--- config.mk ---
export PLATFORM = sky130hd
export DESIGN_NAME = xbar_rr_arbiter_flat
export DESIGN_NICKNAME = d
export VERILOG_FILES = /design/src/rtl/xbar_rr_arbiter_if.sv /design/src/rtl/xbar_rr_arbiter.sv /design/src/flat_wrapper.sv
export SDC_FILE = /design/constraint.sdc
export NUM_CORES = 1
export LEC_CHECK = 0
export ABC_AREA = 0
export CORE_MARGIN = 2
export CORE_UTILIZATION = 50
export CTS_BUF_LIST = sky130_fd_sc_hd__clkbuf_16
export CTS_CLUSTER_DIAMETER = 40
export DETAILED_ROUTE_END_ITERATION = 8
export PLACE_DENSITY = 0.72
export SLEW_MARGIN = 0
export SYNTH_ARGS = -nofsm -noshare
export SYNTH_HDL_FRONTEND = slang
export SYNTH_SLANG_ARGS = --single-unit
--- constraint.sdc ---
create_clock -name clk -period 9.1 [get_ports clk]
set_input_delay 1.82 -clock clk [delete_from_list [all_inputs] [get_ports clk]]
set_output_delay 1.82 -clock clk [all_outputs]
set_load 0.01 [all_outputs]
--- src/rtl/xbar_rr_arbiter_if.sv ---
// Handshake and grant bundle between one crossbar output port and its arbiter.
interface xbar_rr_arbiter_if;
  logic [15:0] request;
  logic        last;
  logic        ready;
  logic [15:0] grant;
  logic [3:0]  sel;
  logic        valid;
  logic [7:0]  beat_cnt;

  modport master (
    output request, last, ready,
    input  grant, sel, valid, beat_cnt
  );

  modport slave (
    input  request, last, ready,
    output grant, sel, valid, beat_cnt
  );
endinterface

--- src/rtl/xbar_rr_arbiter.sv ---
// Round-robin arbiter for one 16-input crossbar output port; all outputs registered.
// A grant holds for a burst until last, the MAX_BURST beat cap, or withdrawal of the granted request.
module xbar_rr_arbiter #(
  parameter int MAX_BURST = 8
) (
  input  logic             clk,
  input  logic             rst,
  xbar_rr_arbiter_if.slave bus
);
  typedef enum logic {IDLE, BUSY} state_t;

  state_t      state_q, state_d;
  logic [15:0] grant_q, grant_d;
  logic [3:0]  sel_q, sel_d;
  logic [3:0]  ptr_q, ptr_d;
  logic        valid_q, valid_d;
  logic [7:0]  cnt_q, cnt_d;
  logic [8:0]  cnt_inc;
  logic [3:0]  arb_ptr;
  logic        arb_found;
  logic [3:0]  arb_idx;
  logic        rel;

  // In BUSY the pointer is only consulted on release, where it becomes sel+1.
  assign arb_ptr = (state_q == BUSY) ? sel_q + 4'd1 : ptr_q;

  // Descending scan so the bit closest to arb_ptr (in wrap order) wins.
  always_comb begin
    arb_found = 1'b0;
    arb_idx   = 4'd0;
    for (int k = 15; k >= 0; k--) begin
      if (bus.request[arb_ptr + 4'(k)]) begin
        arb_found = 1'b1;
        arb_idx   = arb_ptr + 4'(k);
      end
    end
  end

  always_comb begin
    state_d = state_q;
    grant_d = grant_q;
    sel_d   = sel_q;
    valid_d = valid_q;
    cnt_d   = cnt_q;
    ptr_d   = ptr_q;
    cnt_inc = {1'b0, cnt_q} + 9'd1;
    rel     = 1'b0;

    if (state_q == BUSY) begin
      if (!bus.request[sel_q]) begin
        rel = 1'b1;
      end else if (valid_q && bus.ready) begin
        if (bus.last || cnt_inc == 9'(MAX_BURST)) rel = 1'b1;
        else                                      cnt_d = cnt_inc[7:0];
      end
    end

    if (rel) ptr_d = sel_q + 4'd1;

    if (state_q == IDLE || rel) begin
      cnt_d = 8'd0;
      if (arb_found) begin
        state_d = BUSY;
        grant_d = 16'h0001 << arb_idx;
        sel_d   = arb_idx;
        valid_d = 1'b1;
      end else begin
        state_d = IDLE;
        grant_d = 16'h0000;
        sel_d   = 4'd0;
        valid_d = 1'b0;
      end
    end
  end

  always_ff @(posedge clk or posedge rst) begin
    if (rst) begin
      state_q <= IDLE;
      grant_q <= 16'h0000;
      sel_q   <= 4'd0;
      valid_q <= 1'b0;
      cnt_q   <= 8'd0;
      ptr_q   <= 4'd0;
    end else begin
      state_q <= state_d;
      grant_q <= grant_d;
      sel_q   <= sel_d;
      valid_q <= valid_d;
      cnt_q   <= cnt_d;
      ptr_q   <= ptr_d;
    end
  end

  assign bus.grant    = grant_q;
  assign bus.sel      = sel_q;
  assign bus.valid    = valid_q;
  assign bus.beat_cnt = cnt_q;
endmodule

--- src/flat_wrapper.sv ---
// flat-port wrapper written by rule: the top's interface ports become plain ports
module xbar_rr_arbiter_flat 
#(
  parameter int MAX_BURST = 8
)
  (clk, rst, bus_request, bus_last, bus_ready, bus_grant, bus_sel, bus_valid, bus_beat_cnt);
  xbar_rr_arbiter_if bus_i ();
  input  logic clk;
  input  logic rst;
  input wire logic [$bits(bus_i.request)-1:0] bus_request;
  input wire logic [$bits(bus_i.last)-1:0] bus_last;
  input wire logic [$bits(bus_i.ready)-1:0] bus_ready;
  output wire logic [$bits(bus_i.grant)-1:0] bus_grant;
  output wire logic [$bits(bus_i.sel)-1:0] bus_sel;
  output wire logic [$bits(bus_i.valid)-1:0] bus_valid;
  output wire logic [$bits(bus_i.beat_cnt)-1:0] bus_beat_cnt;
  assign bus_i.request = bus_request;
  assign bus_i.last = bus_last;
  assign bus_i.ready = bus_ready;
  assign bus_grant = bus_i.grant;
  assign bus_sel = bus_i.sel;
  assign bus_valid = bus_i.valid;
  assign bus_beat_cnt = bus_i.beat_cnt;
  xbar_rr_arbiter #(.MAX_BURST(MAX_BURST)) u_core (.clk(clk), .rst(rst), .bus(bus_i));
endmodule
* Yosys cells after proc, flatten, opt, wreduce, memory -nomap -nowiden
Cells that the tools add are included.
** Cells by class
- Equal/unequal tests :: 2
- Bitwise gates (word level) :: 1
- Shift-type cells :: 1
- Muxes and demuxes :: 79
- Multipliers :: 0
- $lt $le $gt $ge :: 17
- Reductions and logical operators :: 7
- Div/mod/pow operators :: 0
- Add/subtract/negate cells :: 17
** Operator list (count)
- 4-bit by 5-bit < comparator with 1-bit output, second input constant :: 17
- 4-bit 2-to-1 mux :: 18
- 1-bit binary-select mux with 4-bit select :: 17
- 8-bit 2-to-1 mux :: 5
- 1-bit 2-to-1 mux :: 38
- 4-bit adder, second input constant :: 8
- 4-bit by 3-bit adder with 4-bit output, second input constant :: 4
- 16-bit 2-to-1 mux :: 1
- 1-bit by 4-bit left shift with 16-bit output, first input constant :: 1
- 8-bit by 1-bit adder with 9-bit output, second input constant :: 1
- 9-bit by 4-bit equality test with 1-bit output, second input constant :: 1
- 4-bit by 1-bit adder with 4-bit output, second input constant :: 2
- 4-bit by 2-bit adder with 4-bit output, second input constant :: 2
- 2-bit nonzero test :: 3
- 4-bit AND reduction :: 1
- 1-bit logical OR :: 2
- 2-bit != test, second input constant :: 1
- 1-bit logical AND :: 1
- 1-bit inverter :: 1
** Word-level totals
- Flip-flop bits (word level) :: 33
- Bits in writable memories :: 0
- Word-level logic and storage cells :: 129
- Memories kept :: 0
- Latch bits :: 0
- Input port bits :: 20
- ROM bits :: 0

* Logic depth before layout (Yosys ltp)
Gate-level depths: netlist of run 1.
- Depth after elaboration :: 23
- Mapped depth :: 16

* Worst setup path after synthesis of run 1
OpenSTA, ideal clock, no wires.
- Path kind :: register to register
- From :: reg u_core.sel_q[1], in the netlist u_core.bus.sel[1]
- To :: reg u_core.grant_q[10], in the netlist u_core.bus.grant[10]
- Slack :: 4800 ps
- Arrival :: 4190 ps
- Stages on the path, launching flop included :: 14
- Buffers on the path :: 2
- Required time :: 8990 ps
- Cells stage by stage :: dfrtp_1 > ha_1 > mux2i_2 > clkbuf_1 > ha_1 > clkbuf_1 > inv_2 > mux4_2 > mux2i_1 > inv_1 > o211a_1 > nor4_4 > a21oi_2 > o41ai_1
** Between the ends
- Cells in the longest elaborated chain, start to end :: 23
** RTL lines
- start: declaration :: line xbar_rr_arbiter.sv:14 : logic [3:0] sel_q, sel_d;
- start signal: assignment :: line xbar_rr_arbiter.sv:87 : sel_q <= sel_d;
- 4-bit by 1-bit adder with 4-bit output :: line xbar_rr_arbiter.sv:25 : assign arb_ptr = (state_q == BUSY) ? sel_q + 4'd1 : ptr_q;
- 4-bit 2-to-1 mux :: line xbar_rr_arbiter.sv:25
- 4-bit adder :: line xbar_rr_arbiter.sv:32, xbar_rr_arbiter.sv:34
- 1-bit binary-select mux with 4-bit select :: line xbar_rr_arbiter.sv:32 : if (bus.request[arb_ptr + 4'(k)]) begin
- 1-bit 2-to-1 mux (implied by the code) :: line xbar_rr_arbiter.sv:32
- 4-bit 2-to-1 mux (16 in series) :: line xbar_rr_arbiter.sv:32
- 1-bit by 4-bit left shift with 16-bit output :: line xbar_rr_arbiter.sv:64 : grant_d = 16'h0001 << arb_idx;
- 16-bit 2-to-1 mux :: line xbar_rr_arbiter.sv:62 : if (arb_found) begin
- end signal: assignment :: line xbar_rr_arbiter.sv:86 : grant_q <= grant_d;
- end: declaration :: line xbar_rr_arbiter.sv:13 : logic [15:0] grant_q, grant_d;
Several ways; a longest one is shown, not always the timed one. The select of a mux whose other input is x is not followed.
A chain may end at the register's enable or synchronous reset.

* Final worst setup path of run 1
- From :: reg u_core.sel_q[0], in the netlist u_core.bus.sel[0]
- To :: reg u_core.grant_q[0], in the netlist u_core.bus.grant[0]
The elaborated chain is that of the path after synthesis.

==> out/summary.txt, run 1 <==
===============================================================================================
Routability Congestion                                                                     1.01
Number of vias after detailed routing                                                     3,887
Endpoint of the worst register-to-register path                                    u_core.bus.grant[0]
Worst hold path class                                                              flop to flop
Antenna cell count                                                                            0
Sequential-to-total area share from yosys stat                                            21.1%
Yosys warning total                                                                           0
Worst reg2reg path startpoint                                                      u_core.bus.sel[0]
Detailed Place HPWL                                                                     8690 um
Post-route setup TNS                                                                       0 ns
Logic depth of the worst register-to-register path                                           12
Initial antenna violation count                                                               0
Register-to-register setup slack                                                        3.93 ns
Vias per inst                                                                              6.81
Synthesized flop and latch total                                                             33
Status                                                                                completed
Total congestion overflow after global routing                                                0
Maximum buffer depth of the clock tree                                                        2
Dominant synthesized flop cell                                                     sky130_fd_sc_hd__dfrtp_1
All-layer global routing usage                                                            27.6%
Worst min-delay path startpoint                                                    u_core.bus.grant[7]
Hold slack                                                                             0.479 ns
Startpoint kind of the worst setup timing path                                             flop
Crit end category                                                                          flop
Setup repair after global routing missed its margin                                       false
Final worst path period share                                                             56.8%
Worst endpoint data arrival time                                                        5.33 ns
Count of hold buffers inserted by post-cts repair                                             0
Initial standard-cell utilization of the core                                             51.1%
Number of nets in the layout                                                                497
CP max FO                                                                                    22
Length of the first detailed-routing pass in iterations                                       5
Simple logic cell fraction of the synthesized area                                        23.3%
Maximum number of pins on one net before global-route repair                                 34
Post-Synthesis Cell Area                                                            0.00391 mm2
Ranking of synthesized cells by instance count                                     45 x sky130_fd_sc_hd__nand3_1, 43 x sky130_fd_sc_hd__nand2_1, 33 x sky130_fd_sc_hd__dfrtp_1, 27 x sky130_fd_sc_hd__nor2_1, 18 x sky130_fd_sc_hd__mux2i_1
Critical-path cell with the highest stage delay                                    sky130_fd_sc_hd__dfrtp_1
Slowest Stage Delay on Critical Path                                                    0.68 ns
Ratio of cells with drive above 1 in the final layout                                     14.5%
Initial DRC Count                                                                           337
Final period demand of the worst path                                                   5.17 ns
Placeable core region                                                               0.00765 mm2
Largest area contributor in the synthesized netlist                                sky130_fd_sc_hd__dfrtp_1
Top cell type's share of synthesized area                                                 21.1%
Clk_skew                                                                             0.00757 ns
# DRC                                                                                         0
Final Routed Wirelength                                                               11,700 um
Setup violations, final                                                                       0
Final Hold Violating Endpoints                                                                0
Setup fix buffers added after clock tree synthesis                                            0
Largest family of logic cells by synthesized area                                  simple AND/OR/NAND/NOR gates
Layout overhead on the synthesized area                                                   16.7%
Gates resized, CTS repair                                                                     0
Number of cells on the worst hold path                                                        2
Cts bufs inserted                                                                             5
Residual antenna-violating net count after detailed routing                                   0
Chip width                                                                              92.4 um
Post-synth net total                                                                        458
Multiplexer area fraction after synthesis                                                 21.0%
Clock input transition at the sequential cells of the worst setup and hold paths        0.06 ns
I/O pins                                                                                     49
CTS H-Tree Depth                                                                              2
Insertion delay to the later sink of the worst-skew pair                                0.28 ns
Tightest slew margin relative to the limit                                                35.2%
Number of filler cells placed in the layout                                                 669
First-pass GRT wire length                                                            18,900 um
Least-Margin Pin Slew                                                                  0.945 ns
Xor/xnor cell area share of the yosys netlist                                             7.01%
Floorplan die area                                                                  0.00854 mm2
CTS sink count                                                                               33
Endpoint required time on the critical path                                             9.26 ns
Final cell utilization of the core                                                        59.7%
Storage element area                                                                    826 um2
Number of port buffers                                                                       48
Async set or reset register ratio after synthesis                                          100%
Post-detailed-route wirelength per cell                                                 20.4 um
Number of enable flip-flop cells after synthesis                                              0
Category of the most critical setup path                                           flop to flop
FMAX                                                                                  0.193 GHz
Die span in y                                                                           92.4 um
Gate Count Post-Synth                                                                       429
Number of maximum-capacitance violations                                                      0
Ranking of synthesized cells by area                                               sky130_fd_sc_hd__dfrtp_1 21%, sky130_fd_sc_hd__mux4_2 9.8%, sky130_fd_sc_hd__nand3_1 5.8%
Syn Area/Cell                                                                          9.11 um2
Root cell of the clock tree                                                        sky130_fd_sc_hd__clkbuf_16
Vias in the first global route                                                            3,699
Endpoint of the worst hold-timing path                                             u_core.bus.grant[7]
Compound-Gate Fraction of Synth Area                                                      20.3%
Cells along the critical path                                                      ha_1, mux2i_2, buf_4, inv_1, ha_1, xnor2_4, mux4_2, mux2i_1, a211oi_1, a221oi_1, o21ai_1, o41ai_1
Area occupied by multi-input gates                                                  0.00291 mm2
Cell type with the highest occurrence count on the critical path                   sky130_fd_sc_hd__ha_1
Area share of fa/ha/maj cells after synthesis                                             2.88%
Placement row count                                                                          32
Cell with the most instances after synthesis                                       sky130_fd_sc_hd__nand3_1
Number of pins exceeding their max-slew limit in the final report                             0
TritonCTS clock tree                                                                        yes
Post-synthesis cell type count                                                               81
===============================================================================================
per-layer routing:
metal  vias to the layer above  track usage (%)  share of wire, %  routed length (um)
li1                       1744                -                 -                   -
met1                      1902             36.4                43                4970
met2                       200             44.8                46                5360
met3                        41             5.53               8.1                 939
met4                         0             10.3               3.3                 389
met5                         -                0                 0                   0
state kept, by name (all words and copies together), names as in the netlist:
name	count
u_core.state_q	1
u_core.ptr_q	4
u_core.bus.sel	4
u_core.bus.grant	16
u_core.bus.beat_cnt	8
critical path, delay by kind of cell (launching register included):
kind / cells / cell delay [ns]
AOI/OAI and AO/OA: 4 / 1.26
muxes: 3 / 1.34
DFF: 1 / 0.68
xor gates and xnor gates: 1 / 0.35
buffers and inverters: 2 / 0.64
adders and majority gates: 2 / 0.75
layout by cell type, fill, tap and decap left out, types with 3 or more instances in the layout:
cell	n
sky130_fd_sc_hd__clkdlybuf4s50_1	48
sky130_fd_sc_hd__nand3_1	45
sky130_fd_sc_hd__nand2_1	43
sky130_fd_sc_hd__dfrtp_1	33
sky130_fd_sc_hd__nor2_1	27
sky130_fd_sc_hd__mux2i_1	18
sky130_fd_sc_hd__mux4_2	17
sky130_fd_sc_hd__o41ai_1	16
sky130_fd_sc_hd__xnor2_1	15
sky130_fd_sc_hd__and2_1	14
sky130_fd_sc_hd__o21ai_0	12
sky130_fd_sc_hd__mux2_2	11
sky130_fd_sc_hd__a21oi_1	10
sky130_fd_sc_hd__inv_1	9
sky130_fd_sc_hd__ha_1	9
sky130_fd_sc_hd__o21ai_1	7
sky130_fd_sc_hd__o211ai_1	7
sky130_fd_sc_hd__a31oi_1	7
sky130_fd_sc_hd__nor3_1	6
sky130_fd_sc_hd__xor2_1	5
sky130_fd_sc_hd__nand2b_1	5
sky130_fd_sc_hd__nand4_1	5
sky130_fd_sc_hd__clkbuf_16	5
sky130_fd_sc_hd__o221ai_1	4
sky130_fd_sc_hd__and3_1	4
sky130_fd_sc_hd__mux2i_2	3
sky130_fd_sc_hd__mux2i_4	3
sky130_fd_sc_hd__xnor2_4	3
sky130_fd_sc_hd__a21o_1	3
sky130_fd_sc_hd__a311oi_1	3
sky130_fd_sc_hd__a311o_1	3
sky130_fd_sc_hd__a211oi_1	3
sky130_fd_sc_hd__a221oi_1	3
sky130_fd_sc_hd__o22ai_1	3
sky130_fd_sc_hd__o22a_1	3
sky130_fd_sc_hd__buf_4	3
worst max path at each step:
stage | start | to | slack, ns | depth (start not counted)
after floorplan | u_core.bus.sel[1] | u_core.bus.grant[10] | 4.80 | 13
after global placement | bus_request[5] | u_core.bus.grant[5] | 3.96 | 10
after detailed placement | bus_request[13] | u_core.bus.grant[0] | 3.93 | 10
after CTS | u_core.bus.sel[0] | u_core.bus.grant[0] | 3.96 | 12
after global routing | u_core.bus.sel[0] | u_core.bus.grant[0] | 3.54 | 12
final | u_core.bus.sel[0] | u_core.bus.grant[0] | 3.93 | 12
per-stage QoR:
| step | std cells | worst slack, ns | cell area (um2) |
|---|---|---|---|
| final | 571 | 3.93 | 4560 |
| after floorplan | 429 | 4.80 | 3910 |
| after CTS | 571 | 3.96 | 4560 |
| after global routing | 571 | 3.54 | 4560 |
| after detailed placement | 563 | 3.93 | 4420 |
| after global placement | 563 | 3.96 | 4420 |
layout make-up:
cell class | instances | share of cell area [%]
clock buffer | 5 | 2.74
clock inverter | 3 | 0.384
inverter | 12 | 1.10
multi-input combinational | 365 | 63.9
sequential | 33 | 18.1
tap | 102 | 2.80
timing repair buffer | 51 | 11.0
cell families after synthesis:
kind of cell | count (synthesis)
AND/OR/NAND/NOR | 172
AO/OA/AOI/OAI | 106
multiplexers | 54
flip-flops | 33
buffers and inverters | 31
XOR/XNOR | 24
adder cells (fa/ha/maj) | 9
Power of run 1 is not shown: default switching activity piles up to over one toggle a cycle in this logic, so the estimate is an artifact.
==> run 2, diff against run 1 <==
Clock period 9.1 ns to 5.4 ns, I/O delays scaled along.
==> run 2 against run 1 <==
Net effect: setup slack got worse by 3.4 ns; non-clock buffer count increased by 4; maximum frequency increased by 5.5%; cell count increased by 0.70%; register-to-register slack got worse by 3.4 ns; die area unchanged; final area increased by 0.58%.
==> out/summary.txt, run 2 (synthesis results as in run 1) <==
===============================================================================================
Status                                                                                completed
Worst hold path class                                                              flop to flop
Gates resized, CTS repair                                                                     0
Layout overhead on the synthesized area                                                   17.4%
Maximum number of pins on one net before global-route repair                                 34
Number of nets in the layout                                                                501
Number of pins exceeding their max-slew limit in the final report                             0
Number of filler cells placed in the layout                                                 668
Vias in the first global route                                                            3,700
Commonest cells after routing, fill and taps aside                                 48 x sky130_fd_sc_hd__clkdlybuf4s50_1, 45 x sky130_fd_sc_hd__nand3_1, 43 x sky130_fd_sc_hd__nand2_1
Critical-path cell with the highest stage delay                                    sky130_fd_sc_hd__dfrtp_1
Post-route setup TNS                                                                       0 ns
Total congestion overflow after global routing                                                0
Number of maximum-capacitance violations                                                      0
Routability Congestion                                                                    0.994
Die span in y                                                                           92.4 um
Crit end category                                                                          flop
CTS sink count                                                                               33
Setup repair after global routing missed its margin                                       false
FMAX                                                                                  0.204 GHz
I/O pins                                                                                     49
TritonCTS clock tree                                                                        yes
Maximum buffer depth of the clock tree                                                        2
Setup violations, final                                                                       0
Worst endpoint data arrival time                                                        5.05 ns
CP max FO                                                                                    16
Number of port buffers                                                                       48
Placement row count                                                                          32
Top cell family by delay on the critical path                                      compound AO/OA/AOI/OAI gates
Initial antenna violation count                                                               0
Detailed Place HPWL                                                                     8950 um
Number of vias after detailed routing                                                     3,869
All-layer global routing usage                                                            28.3%
Crit path launch                                                                   u_core.state_q
Count of placed standard cells including taps                                               567
Setup fix buffers added after clock tree synthesis                                            0
Max FFs per register                                                                         16
Count of hold buffers inserted by post-cts repair                                             0
Category of the most critical setup path                                           flop to flop
Vias per inst                                                                              6.73
Root cell of the clock tree                                                        sky130_fd_sc_hd__clkbuf_16
Final cell count without fillers                                                            575
Antenna cell count                                                                            0
Worst min-delay path startpoint                                                    u_core.bus.grant[5]
Residual antenna-violating net count after detailed routing                                   0
Chip width                                                                              92.4 um
Endpoint required time on the critical path                                             5.55 ns
Ratio of cells with drive above 1 in the final layout                                     15.0%
Cells along the critical path                                                      and2b_1, nor2_8, inv_4, ha_1, xnor2_4, mux4_2, mux2i_1, a211oi_1, a221oi_1, o21ai_1, o41ai_1
Post-detailed-route wirelength per cell                                                 20.5 um
# DRC                                                                                         0
Final worst path period share                                                             90.7%
Final Hold Violating Endpoints                                                                0
Final Routed Wirelength                                                               11,800 um
First-pass GRT wire length                                                            19,200 um
Length of the first detailed-routing pass in iterations                                       6
Clock input transition at the sequential cells of the worst setup and hold paths        0.05 ns
Least-Margin Pin Slew                                                                  0.890 ns
Cts bufs inserted                                                                             5
Insertion delay to the later sink of the worst-skew pair                                0.27 ns
Buffering stage count on the worst path with inverters included                               1
Tightest slew margin relative to the limit                                                39.0%
Worst reg2reg path startpoint                                                      u_core.state_q
Floorplan die area                                                                  0.00854 mm2
CTS H-Tree Depth                                                                              2
Slowest Stage Delay on Critical Path                                                    0.68 ns
Initial DRC Count                                                                           369
Placeable core region                                                               0.00765 mm2
Startpoint kind of the worst setup timing path                                             flop
Final period demand of the worst path                                                   4.90 ns
Most common cell after layout, fill and taps aside                                 sky130_fd_sc_hd__clkdlybuf4s50_1
Initial standard-cell utilization of the core                                             51.1%
Clk_skew                                                                             0.00376 ns
===============================================================================================
## run 2: final cells by class
class,instances,area (um2),share of cell area [%]
Clock inverter,3,13.8,0.300
Sequential cell,33,826,18.0
Multi-Input combinational cell,365,2910,63.5
Clock buffer,5,125,2.73
Tap cell,102,128,2.78
Inverter,12,50.0,1.09
Timing Repair Buffer,55,533,11.6
## run 2: routing by layer
layer	part of all wire (%)	vias up	global-route usage [%]
met4	4.3	0	12.7
met1	42	1857	38.4
met2	47	223	45.4
met3	7.4	39	3.17
met5	0	-	0
li1	-	1750	-
## run 2: worst min-delay path: stages (launching register included)
cell and delay (ns):
sky130_fd_sc_hd__dfrtp_1 0.35, sky130_fd_sc_hd__nand2_1 0.05, sky130_fd_sc_hd__o41ai_1 0.05
## run 2: final timing paths
check	end	slack, ns	depth (start not counted)
min in group asynchronous	u_core.bus.beat_cnt[0]	1.19	3
worst max register to register	u_core.bus.grant[6]	0.50	11
worst min register to register	u_core.bus.grant[5]	0.48	2
worst max-delay path	u_core.bus.grant[6]	0.50	11
max in group asynchronous	u_core.bus.grant[5]	3.90	3
worst min-delay path	u_core.bus.grant[5]	0.48	2
## run 2: per-stage QoR
stage               setup WS (ns)  hold WS, ns  cell area (um2)  utilization (%)
floorplan                    1.10        0.466             3910                -
global placement            0.720        0.462             4450             58.2
detailed placement          0.592        0.462             4450             58.2
CTS                         0.550        0.480             4590             60.0
global route                0.200        0.497             4590             60.0
finish                      0.502        0.478             4590             60.0
Power of run 2 is left out for the same reason.
